$ cat config.mk
export PLATFORM = sky130hd
export DESIGN_NAME = vu_adc_sequencer
export DESIGN_NICKNAME = d
export VERILOG_FILES = /design/src/rtl/vu_pkg.sv /design/src/rtl/vu_tick_div.sv /design/src/rtl/vu_adc_sequencer.sv
export SDC_FILE = /design/constraint.sdc
export NUM_CORES = 1
export LEC_CHECK = 0
export CAP_MARGIN = 15
export CORE_MARGIN = 2
export CORE_UTILIZATION = 47
export CTS_CLUSTER_DIAMETER = 60
export DETAILED_ROUTE_END_ITERATION = 10
export PLACE_DENSITY = 0.86
export RECOVER_POWER = 50
export SKIP_LAST_GASP = 1
export SLEW_MARGIN = 30
export SYNTH_ARGS = -nofsm -noshare
export SYNTH_HDL_FRONTEND = slang
export SYNTH_SLANG_ARGS = --single-unit
$ cat constraint.sdc
create_clock -name clk_in -period 1.7 [get_ports clk_in]
set_input_delay 0.17 -clock clk_in [delete_from_list [all_inputs] [get_ports clk_in]]
set_output_delay 0.17 -clock clk_in [all_outputs]
set_load 0.02 [all_outputs]
$ cat src/rtl/vu_pkg.sv
// vu_pkg: shared state encoding, channel constants and defaults for the VU meter blocks.
package vu_pkg;
  localparam int DATA_W_DEFAULT = 10;
  localparam logic CH_LEFT = 1'b0;
  localparam logic CH_RIGHT = 1'b1;
  typedef enum logic [1:0] {S_IDLE, S_START, S_WAIT, S_PUBLISH} state_t;
endpackage

$ cat src/rtl/vu_tick_div.sv
// vu_tick_div: enable-gated divider producing a one-cycle tick every DIV cycles.
module vu_tick_div #(
  parameter int DIV_W = 16,
  parameter int DIV = 1000
) (
  input  logic clk_in,
  input  logic reset,
  input  logic enable,
  output logic tick
);
  logic [DIV_W-1:0] cnt;
  assign tick = enable && cnt == DIV_W'(DIV - 1);
  always_ff @(posedge clk_in or negedge reset)
    if (!reset) cnt <= '0;
    else cnt <= (!enable || tick) ? '0 : cnt + 1'b1;
endmodule

$ cat src/rtl/vu_adc_sequencer.sv
// vu_adc_sequencer: schedules left/right ADC conversions per sample tick and publishes the pair.
module vu_adc_sequencer
  import vu_pkg::*;
#(
  parameter int DIV_W = 16,
  parameter int SAMPLE_DIV = 1000,
  parameter int DATA_W = DATA_W_DEFAULT,
  parameter int TIMEOUT = 255
) (
  input  logic              clk_in,
  input  logic              reset,
  input  logic              enable,
  input  logic              clear_err,
  output logic              adc_start,
  output logic              adc_ch,
  input  logic              adc_done,
  input  logic [DATA_W-1:0] adc_data,
  output logic [DATA_W-1:0] left_level,
  output logic [DATA_W-1:0] right_level,
  output logic              level_valid,
  output logic              timeout_err,
  output logic              overrun_err
);
  state_t state, state_n;
  logic tick, done_ok, timed_out, adv;
  logic [7:0] wd;
  vu_tick_div #(.DIV_W(DIV_W), .DIV(SAMPLE_DIV)) u_div (
    .clk_in(clk_in),
    .reset(reset),
    .enable(enable),
    .tick(tick)
  );
  assign done_ok = state == S_WAIT && adc_done;
  // a done in the watchdog-limit cycle takes priority over the abort
  assign timed_out = state == S_WAIT && !adc_done && wd == 8'(TIMEOUT);
  assign adv = done_ok || timed_out;
  always_comb begin
    adc_start = state == S_START;
    level_valid = state == S_PUBLISH;
    state_n = state == S_IDLE  ? (tick ? S_START : S_IDLE) :
              state == S_START ? S_WAIT :
              state == S_WAIT  ? (adv ? (adc_ch == CH_LEFT ? S_START : S_PUBLISH) : S_WAIT) :
              S_IDLE;
  end
  always_ff @(posedge clk_in or negedge reset)
    if (!reset) begin
      state <= S_IDLE;
      adc_ch <= CH_LEFT;
      wd <= '0;
      left_level <= '0;
      right_level <= '0;
      timeout_err <= 1'b0;
      overrun_err <= 1'b0;
    end else begin
      state <= state_n;
      adc_ch <= (state == S_IDLE && tick) ? CH_LEFT : (adv && adc_ch == CH_LEFT) ? CH_RIGHT : adc_ch;
      wd <= state == S_START ? '0 : state == S_WAIT ? wd + 8'd1 : wd;
      if (done_ok && adc_ch == CH_LEFT) left_level <= adc_data;
      if (done_ok && adc_ch == CH_RIGHT) right_level <= adc_data;
      timeout_err <= timed_out || (timeout_err && !clear_err);
      overrun_err <= (tick && state != S_IDLE) || (overrun_err && !clear_err);
    end
endmodule

==> run metrics <==
final core occ about two thirds; unrepaired setup endpoints after global routing yes; Unique masters post-synth 35; Clk Tree Root Cell clkbuf_8; Netlist Area Pre-Place 2210 um^2; Setup-failing EPs final 19; critical path launch point type register; Clock Skews between 0.004 and 0.005 ns; sequential share of power between 50% and 60%; max_cap viols 0; DRC viols 0; Achievable Freq between 500 and 600 MHz; Slew @ Worst Pin 0.617 ns; core area 4440 um^2; full die area 5270 um^2; R2R Setup Slk -0.12 ns; CTS H-tree depth 2; Die Y just over 70 um; share of layout cells above drive strength 1 20.6%; Starting Density between 40% and 50%; commonest non-fill, non-tap cell in the layout dfrtp_1; Pins Over Slew Limit 0; Port-buffer cells 39; Synth Warn # 0; Sink Count approximately 50; RR Startpoint u_div.cnt[15]; PnR Total Power 0.00223 W; Pint 0.00166 W; IO Pins 40; Rel. slew slack between 50% and 60%; row count 24; FF+latch count, synth between 40 and 50; Fin Hold WS 0.393 ns; vias in the first global route ~1,600; Max FO, Critical Path 4; critical path launch point u_div.cnt[15]; Synth Net Count 212; Routed Antenna Nets 0; GPL Wtd Cong 0.832; failing checks negative setup slack; first-pass GRT wire length between 7000 and 8000 um; Die Width approximately 73 um; Synth Instances roughly 190; Worst R2R Path Depth 4; leading register cell type out of synthesis dfrtp_1; DRT Pass-1 Iters 4; syn_area_per_cell 11.6 um^2; vias per inst ~5.4; most frequent cells in the layout dfrtp_1, clkdlybuf4s50_1, nor2_1; Overflow after GRT 0; Final HPWL DP ~3300 um; status complete, but fails checks; GRT Overall Usage a little under a fifth; Final Hold Viols 0; Post-synth EDFFs 0; switching pwr between 0.0005 and 0.0006 W; Max clock buf depth 2; area grow syn2layout 30.5%; Routed WL roughly 4400 um; Nets roughly 270; FFs w/ async S/R, synth 100%; final setup margin -0.124 ns; Data required, critical path about 2.0 ns; TritonCTS clock tree built; CTS clk-pin slew, worst paths about 0.09 ns; Filler Cell Count about 330; vias roughly 1,700; crit path capture state[0]; CP endpoint kind register; sequential area share after synthesis 55.5%; Wirelength per Cell approximately 14 um; Comb power frac 13.3%; Switching Share about 25%; clk_lat worst skew roughly 0.3 ns; initial antenna violation count 0; Worst VDD drop approximately 0.74 mV; cts bufs inserted 5; Total Neg Setup Slack -1.85 ns; Placed Instances around 300; drt first-iter violations 100; Worst R2R End state[0]; Hold Crit Class in2async; Non-Filler Instances roughly 300; pwr/cell area about 770 nW/um^2; WS Path Type reg2reg; clock share of power 30.0%; crit path DAT 2.07 ns; minimum clock period around 1.8 ns; largest net degree at the start of global routing 27; leakage 1.31 nW; Final period util 107%; ant diodes 0
-- routing by layer --
layer  up-vias  GRT usage [%]  routed length, um
met5         -              0                  0
met4         0           5.56                 56
met3         5           5.66                234
met2        38           29.7               2140
met1       816           23.8               1960
li1        793              -                  -
-- layout make-up --
cell class	instances	area [um^2]	area share [%]
Sequential cell	49	1230	42.5
Multi-Input combinational cell	131	947	32.8
Timing Repair Buffer	56	531	18.4
Clock buffer	5	68.8	2.39
Tap cell	52	65.1	2.25
Inverter	8	30.0	1.04
Clock inverter	3	17.5	0.607
-- Yosys cell counts (4+ instances only) --
master / n / share of area, %
inv_1: 8 / 1.4
nand4_1: 8 / 2.3
mux2_2: 20 / 10
o21ai_0: 9 / 2.0
nor2_1: 22 / 3.7
nand2_1: 8 / 1.4
ha_1: 6 / 3.4
a21oi_1: 4 / 0.91
xnor2_1: 8 / 3.2
xor2_1: 4 / 1.6
nand3_1: 7 / 1.6
dfrtp_1: 49 / 55
-- power by group through the flow --
stage	sequential [W]	combinational [W]	clock, W
2_1_floorplan	0.00133	0.0000832	0
5_1_grt	0.00128	0.000325	0.000721
3_5_place_dp	0.00129	0.000300	0
3_3_place_gp	0.00129	0.000293	0
4_1_cts	0.00127	0.000308	0.000686
6_report	0.00127	0.000297	0.000668
-- worst max-delay path, cell delays in order (launching register included) --
cell and delay, ns:
dfrtp_1 0.38, or4_1 0.52, or4_4 0.59, nor2_2 0.16, a31o_2 0.11
-- stage by stage --
| stage | instance area, um^2 | worst slack [ns] |
|---|---|---|
| global placement | 2800 | -0.0816 |
| finish | 2890 | -0.124 |
| floorplan | 2210 | -0.104 |
| CTS | 2910 | -0.126 |
| global route | 2890 | -0.182 |
| detailed placement | 2800 | -0.143 |
-- cells by family after synthesis --
family | Yosys count | share of synthesized area [%]
simple gates | 67 | 15.9
buf+inv | 11 | 2.38
compound gates | 24 | 7.02
xor+xnor | 12 | 4.75
fa+ha+maj | 6 | 3.40
mux | 22 | 11.1
flops | 49 | 55.5
-- repair_timing --
| action | 4_1_cts | 5_1_grt |
|---|---|---|
| hold endpoints to repair | 23 | 0 |
| buffers inserted | 0 | 0 |
| gates cloned | 0 | 0 |
| endpoints found under the setup margin | 19 | 20 |
| pin swaps | 0 | 1 |
| gates resized for setup | 4 | 1 |
| hold buffers | 1 | 0 |
-- state kept, by name (all words and copies together), names as in the netlist --
name	count
wd	8
overrun_err	1
right_level	10
left_level	10
u_div.cnt	16
state	2
adc_ch	1
timeout_err	1
-- worst min path at each step --
stage | start | endpoint | slack, ns | cells past startpoint
finish | reset | u_div.cnt[4] | 0.39 | 2
detailed placement | reset | u_div.cnt[4] | 0.20 | 1
global placement | reset | u_div.cnt[4] | 0.19 | 1
CTS | reset | u_div.cnt[4] | 0.41 | 2
global route | reset | u_div.cnt[4] | 0.46 | 2
floorplan | reset | adc_ch | -0.13 | 0
Power figures use the tool's default switching activity.
